===== src/rtl/lcd_pkg.sv =====
// Shared timing defaults, pixel types and width helpers for the LCD scan-out block.
package lcd_pkg;

   localparam int H_ACTIVE_DEF   = 480;
   localparam int H_FP_DEF       = 2;
   localparam int H_SYNC_DEF     = 41;
   localparam int H_BP_DEF       = 2;
   localparam int V_ACTIVE_DEF   = 272;
   localparam int V_FP_DEF       = 2;
   localparam int V_SYNC_DEF     = 10;
   localparam int V_BP_DEF       = 2;
   localparam int SCALE_LOG2_DEF = 3;
   localparam logic [23:0] BORDER_DEF = 24'h000040;

   // Framebuffer is 32x32 words; each word is replicated 2^SCALE_LOG2 times per axis.
   localparam int FB_BITS = 5;
   localparam int FB_DIM  = 1 << FB_BITS;
   localparam int ADDR_W  = 2 * FB_BITS;

   typedef struct packed {
      logic [7:0] r;
      logic [7:0] g;
      logic [7:0] b;
   } rgb_t;

   typedef struct packed {
      logic de;
      logic hs;
      logic vs;
      logic win;
      logic first;
   } flags_t;

   function automatic int line_total(input int active, input int fp, input int sync, input int bp);
      return active + fp + sync + bp;
   endfunction

   // Wide enough to hold the total and to compare against the window edge without truncation.
   function automatic int cnt_width(input int total, input int scale_log2);
      int w;
      w = $clog2(total + 1);
      return (w > FB_BITS + scale_log2 + 1) ? w : FB_BITS + scale_log2 + 1;
   endfunction

   localparam int H_TOTAL_DEF = line_total(H_ACTIVE_DEF, H_FP_DEF, H_SYNC_DEF, H_BP_DEF);
   localparam int V_TOTAL_DEF = line_total(V_ACTIVE_DEF, V_FP_DEF, V_SYNC_DEF, V_BP_DEF);

endpackage


===== src/rtl/lcd_timing.sv =====
// Raster counters and counter-stage decode (active area, syncs, framebuffer window).
module lcd_timing
   import lcd_pkg::*;
#(
   parameter int H_ACTIVE   = H_ACTIVE_DEF,
   parameter int H_FP       = H_FP_DEF,
   parameter int H_SYNC     = H_SYNC_DEF,
   parameter int H_BP       = H_BP_DEF,
   parameter int V_ACTIVE   = V_ACTIVE_DEF,
   parameter int V_FP       = V_FP_DEF,
   parameter int V_SYNC     = V_SYNC_DEF,
   parameter int V_BP       = V_BP_DEF,
   parameter int SCALE_LOG2 = SCALE_LOG2_DEF,
   parameter int HW         = 10,
   parameter int VW         = 10
) (
   input  logic          clk,
   input  logic          rst,
   input  logic          en,
   output logic [HW-1:0] h_cnt,
   output logic [VW-1:0] v_cnt,
   output logic          de0,
   output logic          hs0,
   output logic          vs0,
   output logic          win0
);

   localparam int H_TOTAL = line_total(H_ACTIVE, H_FP, H_SYNC, H_BP);
   localparam int V_TOTAL = line_total(V_ACTIVE, V_FP, V_SYNC, V_BP);
   localparam int WIN     = FB_DIM << SCALE_LOG2;

   // NOTE: sequential state uses non-blocking assignments so every register samples pre-edge values.
   always_ff @(posedge clk or posedge rst) begin
      if (rst) begin
         h_cnt <= '0;
         v_cnt <= '0;
      end else if (!en) begin
         h_cnt <= '0;
         v_cnt <= '0;
      end else if (h_cnt == HW'(H_TOTAL - 1)) begin
         h_cnt <= '0;
         v_cnt <= (v_cnt == VW'(V_TOTAL - 1)) ? '0 : v_cnt + VW'(1);
      end else begin
         h_cnt <= h_cnt + HW'(1);
      end
   end

   assign de0  = (h_cnt < HW'(H_ACTIVE)) && (v_cnt < VW'(V_ACTIVE));
   assign hs0  = (h_cnt >= HW'(H_ACTIVE + H_FP)) && (h_cnt < HW'(H_ACTIVE + H_FP + H_SYNC));
   assign vs0  = (v_cnt >= VW'(V_ACTIVE + V_FP)) && (v_cnt < VW'(V_ACTIVE + V_FP + V_SYNC));
   assign win0 = (h_cnt < HW'(WIN)) && (v_cnt < VW'(WIN));

endmodule


===== src/rtl/lcd_scanout.sv =====
// LCD scan-out: framebuffer addressing, two-stage alignment with the buffer read, and pin muxing.
module lcd_scanout
   import lcd_pkg::*;
#(
   parameter int          H_ACTIVE   = H_ACTIVE_DEF,
   parameter int          H_FP       = H_FP_DEF,
   parameter int          H_SYNC     = H_SYNC_DEF,
   parameter int          H_BP       = H_BP_DEF,
   parameter int          V_ACTIVE   = V_ACTIVE_DEF,
   parameter int          V_FP       = V_FP_DEF,
   parameter int          V_SYNC     = V_SYNC_DEF,
   parameter int          V_BP       = V_BP_DEF,
   parameter int          SCALE_LOG2 = SCALE_LOG2_DEF,
   parameter logic [23:0] BORDER     = BORDER_DEF
) (
   input  logic              clk,
   input  logic              rst,
   input  logic              en,
   output logic [ADDR_W-1:0] buf_addr,
   input  logic [7:0]        buf_r,
   input  logic [7:0]        buf_g,
   input  logic [7:0]        buf_b,
   output logic              lcd_hsync,
   output logic              lcd_vsync,
   output logic              lcd_de,
   output logic [7:0]        lcd_r,
   output logic [7:0]        lcd_g,
   output logic [7:0]        lcd_b,
   output logic              frame_start
);

   localparam int H_TOTAL = line_total(H_ACTIVE, H_FP, H_SYNC, H_BP);
   localparam int V_TOTAL = line_total(V_ACTIVE, V_FP, V_SYNC, V_BP);
   localparam int HW      = cnt_width(H_TOTAL, SCALE_LOG2);
   localparam int VW      = cnt_width(V_TOTAL, SCALE_LOG2);

   logic [HW-1:0] h_cnt;
   logic [VW-1:0] v_cnt;
   logic          de0, hs0, vs0, win0, first0;
   flags_t        flags0, stage1;
   rgb_t          pix_next, pix;

   lcd_timing #(
      .H_ACTIVE   (H_ACTIVE),
      .H_FP       (H_FP),
      .H_SYNC     (H_SYNC),
      .H_BP       (H_BP),
      .V_ACTIVE   (V_ACTIVE),
      .V_FP       (V_FP),
      .V_SYNC     (V_SYNC),
      .V_BP       (V_BP),
      .SCALE_LOG2 (SCALE_LOG2),
      .HW         (HW),
      .VW         (VW)
   ) u_timing (
      .clk   (clk),
      .rst   (rst),
      .en    (en),
      .h_cnt (h_cnt),
      .v_cnt (v_cnt),
      .de0   (de0),
      .hs0   (hs0),
      .vs0   (vs0),
      .win0  (win0)
   );

   assign first0   = (h_cnt == '0) && (v_cnt == '0);
   assign buf_addr = win0 ? {v_cnt[SCALE_LOG2 +: FB_BITS], h_cnt[SCALE_LOG2 +: FB_BITS]} : '0;
   assign flags0   = '{de: de0, hs: hs0, vs: vs0, win: win0, first: first0};

   // Stage 1 runs alongside the buffer read; disabling scan clears it so the pins blank one edge later.
   always_ff @(posedge clk or posedge rst) begin
      if (rst) begin
         stage1 <= '0;
      end else if (!en) begin
         stage1 <= '0;
      end else begin
         stage1 <= flags0;
      end
   end

   // NOTE: default assigned first so every path drives pix_next and no latch is inferred.
   always_comb begin
      pix_next = '0;
      if (stage1.de) begin
         pix_next = stage1.win ? rgb_t'({buf_r, buf_g, buf_b}) : rgb_t'(BORDER);
      end
   end

   always_ff @(posedge clk or posedge rst) begin
      if (rst) begin
         lcd_de      <= 1'b0;
         lcd_hsync   <= 1'b1;
         lcd_vsync   <= 1'b1;
         frame_start <= 1'b0;
         pix         <= '0;
      end else begin
         lcd_de      <= stage1.de;
         lcd_hsync   <= ~stage1.hs;
         lcd_vsync   <= ~stage1.vs;
         frame_start <= stage1.first;
         pix         <= pix_next;
      end
   end

   assign lcd_r = pix.r;
   assign lcd_g = pix.g;
   assign lcd_b = pix.b;

endmodule


===== config.mk =====
export PLATFORM = sky130hd
export DESIGN_NAME = lcd_scanout
export DESIGN_NICKNAME = d
export VERILOG_FILES = /design/src/rtl/lcd_pkg.sv /design/src/rtl/lcd_timing.sv /design/src/rtl/lcd_scanout.sv
export SDC_FILE = /design/constraint.sdc
export NUM_CORES = 1
export LEC_CHECK = 0
export BUFFER_PORTS_ARGS = -buffer_cell sky130_fd_sc_hd__buf_4
export CAP_MARGIN = 20
export CORE_UTILIZATION = 50
export DETAILED_ROUTE_END_ITERATION = 16
export PLACE_DENSITY = 0.73
export SLEW_MARGIN = 20
export SYNTH_ARGS = -nofsm -noshare
export SYNTH_HDL_FRONTEND = slang
export SYNTH_SLANG_ARGS = --single-unit

===== constraint.sdc =====
create_clock -name clk -period 3.1 [get_ports clk]
set_input_delay 0 -clock clk [delete_from_list [all_inputs] [get_ports clk]]
set_output_delay 0 -clock clk [all_outputs]
set_load 0.01 [all_outputs]

**Yosys cells after proc, flatten, opt, wreduce, memory -nomap -nowiden**

Cells that the tools add are included.

- Flip-flop bits (word level): 52
- Output and inout port bits: 38

- $add $sub $neg: 2
- Order comparisons: 8
- Eq/ne operators: 3
- Multiplexer cells: 9
- Bitwise operators: 2
- Reductions and logical operators: 7

Operator list:

| operator | count |
|---|---|
| $mux W24 | 2 |
| $mux W10 | 3 |
| $lt A9 B9 Y1 const B | 3 |
| $mux W9 | 3 |
| $lt A10 B9 Y1 const B | 2 |
| $add A10 B1 Y10 const B | 1 |
| $eq A10 B10 Y1 const B | 1 |
| $ge A10 B9 Y1 const B | 1 |
| $logic_not A10 Y1 | 1 |
| $lt A10 B10 Y1 const B | 1 |
| $add A9 B1 Y9 const B | 1 |
| $eq A9 B9 Y1 const B | 1 |
| $ge A9 B9 Y1 const B | 1 |
| $logic_not A9 Y1 | 1 |
| $logic_and A1 B1 Y1 | 5 |
| $mux W5 | 1 |
| $ne A2 B1 Y1 const B | 1 |
| $not A1 Y1 | 2 |

**Depth between registers and ports, before layout**

Gate-level depths: netlist of run 1.

- Depth in word-level cells: 4
- Mapped depth: 6
- Mapped depth without buffers: 5

**Modules after synthesis**

From an unflattened synthesis of run 1, not the netlist that was laid out.

- Cells, all modules: 207
- Area, all modules: 2249.7 µm²

Modules (own cells, without submodules):

| module | instances | cells each | area an instance (µm²) |
|---|---|---|---|
| lcd_scanout | 1 | 88 | 1166.1 |
| lcd_timing | 1 | 119 | 1083.5 |

**Worst setup path before layout of run 1**

No wires, ideal clock.

- Kind: register to register
- Start: reg u_timing.h_cnt[5]
- End: reg u_timing.v_cnt[8]
- Library setup time: 0.087 ns
- Arrival time: 1.567 ns
- Data required time: 3.013 ns
- Setup slack: 1.446 ns
- Stages on the path, launching flop included: 6
- Period minus slack after synthesis: 1.654 ns
- Path through: dfrtp_1 > buf_6 > nor4_4 > nand3_2 > or4_1 > o211ai_1

- Cells in the longest elaborated chain, start to end: 2

RTL lines:

| what | line | text |
|---|---|---|
| start, declared | lcd_timing.sv:20 | `output logic [HW-1:0] h_cnt,` |
| start signal, assigned | lcd_timing.sv:44 | `h_cnt <= h_cnt + HW'(1);` |
| $eq A10 B10 Y1 | lcd_timing.sv:40 | `end else if (h_cnt == HW'(H_TOTAL - 1)) begin` |
| $ne A2 B1 Y1 (no line) | -- |  |
| end signal, assigned | lcd_timing.sv:42 | `v_cnt <= (v_cnt == VW'(V_TOTAL - 1)) ? '0 : v_cnt + VW'(1);` |
| end, declared | lcd_timing.sv:21 | `output logic [VW-1:0] v_cnt,` |

No other way between the ends.
A chain may end at the register's enable or synchronous reset.

**Worst setup path in the final report of run 1**

- Start: reg u_timing.h_cnt[4]
- End: reg u_timing.v_cnt[7]

The elaborated chain is that of the path after synthesis.

==> results_dict.tcl, run 1 <==
set metrics [dict create \
    leakage_nw 1.543 \
    synth.net_count 238 \
    fin_cells 344 \
    yosysSeqAreaShare_pct 58.41 \
    grt_usage_pct 22.93 \
    cts_tree "built" \
    tightest_slew_ns 0.8452 \
    numCtsBuffers 5 \
    area_growth_pct 39.46 \
    ys_types 35 \
    clock_latency_ns 0.30 \
    nFillCells 271 \
    path_clk_slew_ns 0.09 \
    ys.flop_type "dfrtp_1" \
    finalHoldViolCount 0 \
    post-cts-setup-buffers 0 \
    hpwlAfterDp_um 3194 \
    drtPass1Iterations 4 \
    rows 23 \
    critPathLaunchType "flop" \
    dieArea_um2 4736 \
    synth_area_um2 2232 \
    period_share_pct 65.82 \
    synthSimpleGateAreaFrac_pct 25.84 \
    start_util_pct 53.86 \
    die_h_um 68.82 \
    clockBufferDepth 2 \
    final-setup-viol-count 0 \
    io_pins 65 \
    antenna_cells 0 \
    die_w_um 68.82 \
    vias 1865 \
    fin_skew_ns 0.004972 \
    peakVddDrop_v 0.0002931 \
    arrival_ns 2.27 \
    cp_max_fo 12 \
    worstPathCellList "nor4_4 -> a31oi_1 -> or4_1 -> a21oi_1" \
    cp-end-kind "flop" \
    finalSetupTns_ns 0 \
    max_stage_delay_ns 0.60 \
    crit_required_ns 3.33 \
    clock_tree.root_cell "clkbuf_8" \
    synth_top_area_share_pct 56.05 \
    hold_path_class "flop to flop" \
    netlist_instances 206 \
    overflow 0 \
    period_needed_ns 2.040 \
    drc 0 \
    cts.htree.levels 2 \
    grt_setup_unrepaired "no" \
    grt_pass1_wl_um 7852 \
    grt_pass1_vias 1673 \
    grt_max_degree 53 \
    async_flop_share_pct 100.0 \
    cp_slowest_cell "or4_1" \
    dp.cells 310 \
    synthXorXnorAreaFrac_pct 3.139 \
    outcome "completed" \
    core_um2 4144 \
    p_per_area_nw_per_um2 441.2 \
    synthMuxAreaShare_pct 0 \
    crit_family "simple AND/OR/NAND/NOR gates" \
    drt_iter0_drc 116 \
    viasPerCell 5.422 \
    synth_area_leaders "dfrtp_1 (56%), and3_1 (6.4%), and2_1 (3.6%)" \
    synth-adder-area-share_pct 2.803 \
    gp_congestion 0.8991 \
    slew_viol_final 0 \
    slew_headroom_pct 43.59 \
    totalWireLength_um 5092 \
    critPathKind "flop to flop" \
    synth_top_family_by_area "simple AND/OR/NAND/NOR gates" \
    postPlaceCellArea_um2 2730 \
    synth_edf_count 0 \
    max_freq_mhz 490.1 \
    drive_gt1_share_pct 26.87 \
    ant_nets 0 \
    cts.sinks 52 \
    nNetsFinal 325 \
    synth_compound_area_share_pct 5.605 \
    maxCapViolCount 0 \
    critPathBufInv 0 \
    wl_per_cell_um 14.80 \
    synth_top_cell_by_area "dfrtp_1" \
    yosysWarnings 0 \
    numPortBuffers 64 \
    syn_area_per_cell_um2 10.84 \
    antenna_found_initial 0 \
    synth-seq-cells 52 \
    postLayoutCellArea_um2 3113 \
]
==> per-layer routing <==
| metal | vias to the layer above | track usage, % | wire, µm |
|---|---|---|---|
| met5 | - | 0 | 0 |
| met4 | 0 | 7.908 | 74 |
| met3 | 9 | 4.934 | 494 |
| met2 | 91 | 36.64 | 2326 |
| met1 | 880 | 30.99 | 2196 |
| li1 | 885 | - | - |
==> synth_stat cells (2+ instances only) <==
| cell | number |
|---|---|
| a21oi_1 | 9 |
| and2_1 | 13 |
| and3_1 | 23 |
| and4b_1 | 2 |
| buf_2 | 3 |
| clkbuf_1 | 7 |
| dfrtp_1 | 50 |
| dfstp_2 | 2 |
| ha_1 | 5 |
| inv_1 | 11 |
| nand2_1 | 11 |
| nand3_1 | 6 |
| nand4_1 | 5 |
| nand4b_1 | 3 |
| nor2_1 | 12 |
| nor3_1 | 6 |
| nor4_1 | 2 |
| o21ai_0 | 6 |
| o31ai_1 | 2 |
| or3_1 | 5 |
| or4_1 | 3 |
| xnor2_1 | 6 |
| xor2_1 | 2 |
==> area by class of cell <==
| cell class | count | area, µm² | share of cell area (%) |
|---|---|---|---|
| flip-flops and latches | 52 | 1304 | 41.88 |
| inverters | 11 | 42.54 | 1.367 |
| well taps | 50 | 62.56 | 2.010 |
| multi-input cells | 132 | 834.6 | 26.81 |
| clock buffers | 6 | 82.58 | 2.653 |
| repair buffers | 91 | 748.2 | 24.04 |
| clock inverters | 2 | 38.79 | 1.246 |
==> state kept, by name, summed over array words and instances, names as in the netlist, 5 cells and up <==
signal          count
lcd_r               8
lcd_b               8
lcd_g               8
u_timing.v_cnt      9
stage1              5
u_timing.h_cnt     10
==> cell usage in the layout (no fill, tap or decap), drive strengths merged <==
master,count
clkinv,2
xor2,2
dlygate4sd3,26
o21ai,7
nand2b,1
o211ai,1
xnor2,6
nand2,11
ha,5
o41ai,1
nor3,6
a31oi,1
buf,65
inv,10
a21oi,9
bufinv,1
and3,23
nor2,12
clkbuf,6
or3,5
a21boi,1
nand3b,1
nor4b,1
dfrtp,50
nor4,3
and4b,2
dfstp,2
nand3,7
or4,3
and2,14
nand4b,3
nand4,5
o31ai,2
==> logic make-up (layout without fill, tap and decap cells) <==
logic type                 Yosys count  in the layout
and+or+nand+nor                     97             97
adders and majority gates            5              5
DFF                                 52             52
xor gates and xnor gates             8              8
AOI/OAI and AO/OA                   22             22
buffers and inverters               22            110
==> final timing paths <==
check	from	endpoint	slack [ns]	depth (start not counted)
setup reg to reg	u_timing.h_cnt[4]$_DFF_PP0_	u_timing.v_cnt[7]$_DFFE_PP0P_	1.06	4
hold reg to reg	stage1[2]$_DFF_PP0_	lcd_vsync$_DFF_PP1_	0.36	1
min in group asynchronous	rst	stage1[1]$_DFF_PP0_	0.42	3
setup / recovery	u_timing.h_cnt[4]$_DFF_PP0_	u_timing.v_cnt[7]$_DFFE_PP0P_	1.06	4
hold / removal	stage1[2]$_DFF_PP0_	lcd_vsync$_DFF_PP1_	0.36	1
max in group asynchronous	rst	u_timing.h_cnt[9]$_DFF_PP0_	2.19	3
==> worst register-to-register path, delay by kind of cell, from the launching register on <==
kind,cells,cell delay (ns)
flops,1,0.47
compound gates,2,0.51
simple gates,2,1.00
==> power by group <==
part	internal (W)	switching (W)	leakage (nW)
logic	0.0000880	0.0000702	0.785
clock network	0.000264	0.000220	0.0614
registers	0.000705	0.0000255	0.697
==> what timing repair did <==
item / 4_1_cts / 5_1_grt
hold buffers: 26 / 0
gates resized for setup: 0 / 0
hold endpoints to repair: 30 / 0
==> metrics by stage <==
step / total power [W] / hold WS [ns] / setup slack, ns / util [%]
detailed placement: 0.0008736 / 0.2488 / 1.083 / 65.88
global route: 0.001426 / 0.3644 / 0.9569 / 75.12
finish: 0.001373 / 0.3557 / 1.060 / 75.12
global placement: 0.0008716 / 0.2470 / 1.159 / 65.88
floorplan: 0.0008006 / 0.1371 / 1.446 / -
CTS: 0.001375 / 0.3526 / 1.065 / 75.09
No activity file was read; power rests on OpenSTA's default activity.
==> run 2: changes to the inputs <==
clock period = 1.9 ns   (was 3.1 ns; I/O delays follow)
==> run 2 against run 1 <==
Against the previous run:
- clock skew down 0.0016 ns
- sequential share of layout area down 1.3 points
- design area up 3.1%
- largest power group unchanged
- critical path type unchanged
- sequential power up 63%
==> results_dict.tcl, run 2 (synthesis results as in run 1) <==
set metrics [dict create \
    outcome "completed" \
    drtPass1Iterations 4 \
    path_clk_slew_ns 0.09 \
    r2r_end "u_timing.v_cnt[3]$_DFFE_PP0P_" \
    cts.sinks 52 \
    r2r_cells 5 \
    max_stage_delay_ns 0.46 \
    largest_reg_flops 10 \
    max_freq_mhz 588.3 \
    arrival_ns 1.94 \
    cts.htree.levels 2 \
    numCtsBuffers 5 \
    start_util_pct 53.86 \
    tightest_slew_ns 0.6125 \
    grt_max_degree 26 \
    peakVddDrop_v 0.0004962 \
    slew_viol_final 0 \
    worstReg2RegStart "u_timing.h_cnt[6]$_DFF_PP0_" \
    antenna_found_initial 0 \
    grt_pass1_vias 1758 \
    clock_tree.root_cell "clkbuf_8" \
    hpwlAfterDp_um 3376 \
    period_share_pct 89.47 \
    drt_iter0_drc 147 \
    cp_slowest_cell "dfrtp_1" \
    antenna_cells 0 \
    p_per_area_nw_per_um2 704.0 \
    top_regs "u_timing.h_cnt: 10 flops, u_timing.v_cnt: 9 flops" \
    die_h_um 68.82 \
    top_register "u_timing.h_cnt" \
    drc 0 \
    cp_max_fo 8 \
    mostFrequentLayoutCells "buf_4 (78), dfrtp_1 (50), dlygate4sd3_1 (26)" \
    io_pins 65 \
    dp.cells 323 \
    maxCapViolCount 0 \
    grt_setup_unrepaired "no" \
    worstPathCellList "nor4_4 -> a31oi_1 -> buf_4 -> or3_1 -> a21oi_1" \
    grt_pass1_wl_um 8280 \
    post-cts-setup-buffers 0 \
    core_um2 4144 \
    cts_tree "built" \
    numPortBuffers 64 \
    wl_per_cell_um 15.23 \
    rows 23 \
    critPathLaunchType "flop" \
    period_needed_ns 1.700 \
    r2r_slack_ns 0.20 \
    finalSetupTns_ns 0 \
    grt_usage_pct 24.76 \
    vias 1904 \
    area_growth_pct 43.78 \
    clock_latency_ns 0.30 \
    gp_congestion 0.8037 \
    finalHoldViolCount 0 \
    final_core_util_pct 77.45 \
    ant_nets 0 \
    critPathKind "flop to flop" \
    final-setup-viol-count 0 \
    crit_required_ns 2.14 \
    viasPerCell 5.333 \
    finalPower_w 0.002259 \
    fin_skew_ns 0.003332 \
    final_common_cell "buf_4" \
    fin_cells 357 \
    die_w_um 68.82 \
    totalWireLength_um 5436 \
    regArea_um2 1304 \
    drive_gt1_share_pct 29.97 \
    overflow 0 \
    cp-end-kind "flop" \
    nFillCells 279 \
    multi_input_area_um2 834.6 \
    slew_headroom_pct 59.17 \
    dieArea_um2 4736 \
    nNetsFinal 338 \
    leakage_nw 1.608 \
    hold_path_class "input port to asynchronous set/reset pin" \
    clockBufferDepth 2 \
]
[run 2: changes by cell type in the layout (fill, tap and decap cells not counted), sizes merged]
| cell | previous run | this run |
|---|---|---|
| buf | 65 | 78 |
| clkinv | 2 | 1 |
| inv | 10 | 11 |
[run 2: critical path: cells and delay by family, from the launching register on]
kind / cells / cell delay, ns
compound gates: 2 / 0.35
buf+inv: 1 / 0.21
flops: 1 / 0.46
simple gates: 2 / 0.61
[run 2: through the flow]
| stage | instance area, µm² | hold WS, ns | worst slack, ns |
|---|---|---|---|
| detailed placement | 2828 | 0.006431 | 0.2175 |
| finish | 3209 | 0.2374 | 0.2001 |
| global placement | 2828 | 0.003534 | 0.2441 |
| CTS | 3209 | 0.2269 | 0.2003 |
| global route | 3209 | 0.2658 | 0.1088 |
| floorplan | 2232 | 0.1371 | 0.2464 |
[run 2: worst max path at each step]
stage                                 from                            end  slack [ns]
2_1_floorplan  u_timing.h_cnt[5]$_DFF_PP0_  u_timing.v_cnt[8]$_DFFE_PP0P_        0.25
4_1_cts        u_timing.h_cnt[6]$_DFF_PP0_  u_timing.v_cnt[4]$_DFFE_PP0P_        0.20
3_5_place_dp   u_timing.h_cnt[6]$_DFF_PP0_  u_timing.v_cnt[4]$_DFFE_PP0P_        0.22
5_1_grt        u_timing.h_cnt[6]$_DFF_PP0_  u_timing.v_cnt[7]$_DFFE_PP0P_        0.11
6_report       u_timing.h_cnt[6]$_DFF_PP0_  u_timing.v_cnt[3]$_DFFE_PP0P_        0.20
3_3_place_gp   u_timing.h_cnt[6]$_DFF_PP0_  u_timing.v_cnt[3]$_DFFE_PP0P_        0.24
[run 2: timing repair]
item | in CTS | in global routing
endpoints found under the hold margin | 41 | 0
hold buffers | 26 | 0
resized for setup | 0 | 0
[run 2: report_power, final]
group / switching, W / leakage, nW / internal, W
combinational: 0.000123 / 0.850 / 0.000155
clock: 0.000360 / 0.0614 / 0.000431
sequential: 0.0000402 / 0.697 / 0.00115
total: 0.000523 / 1.61 / 0.00174
[run 2: metal layers]
metal	vias to the layer above	GRT usage (%)	share of wire, %
met3	12	6.579	10
met4	0	9.949	2.2
met5	-	0	0
li1	910	-	-
met1	901	30.44	41
met2	81	41.42	47
[run 2: layout make-up]
cell class,instances,share of cell area [%]
Sequential cell,52,40.62
Timing Repair Buffer,104,26.35
Multi-Input combinational cell,132,26.00
Clock buffer,6,2.573
Tap cell,50,1.949
Inverter,11,1.287
Clock inverter,2,1.209
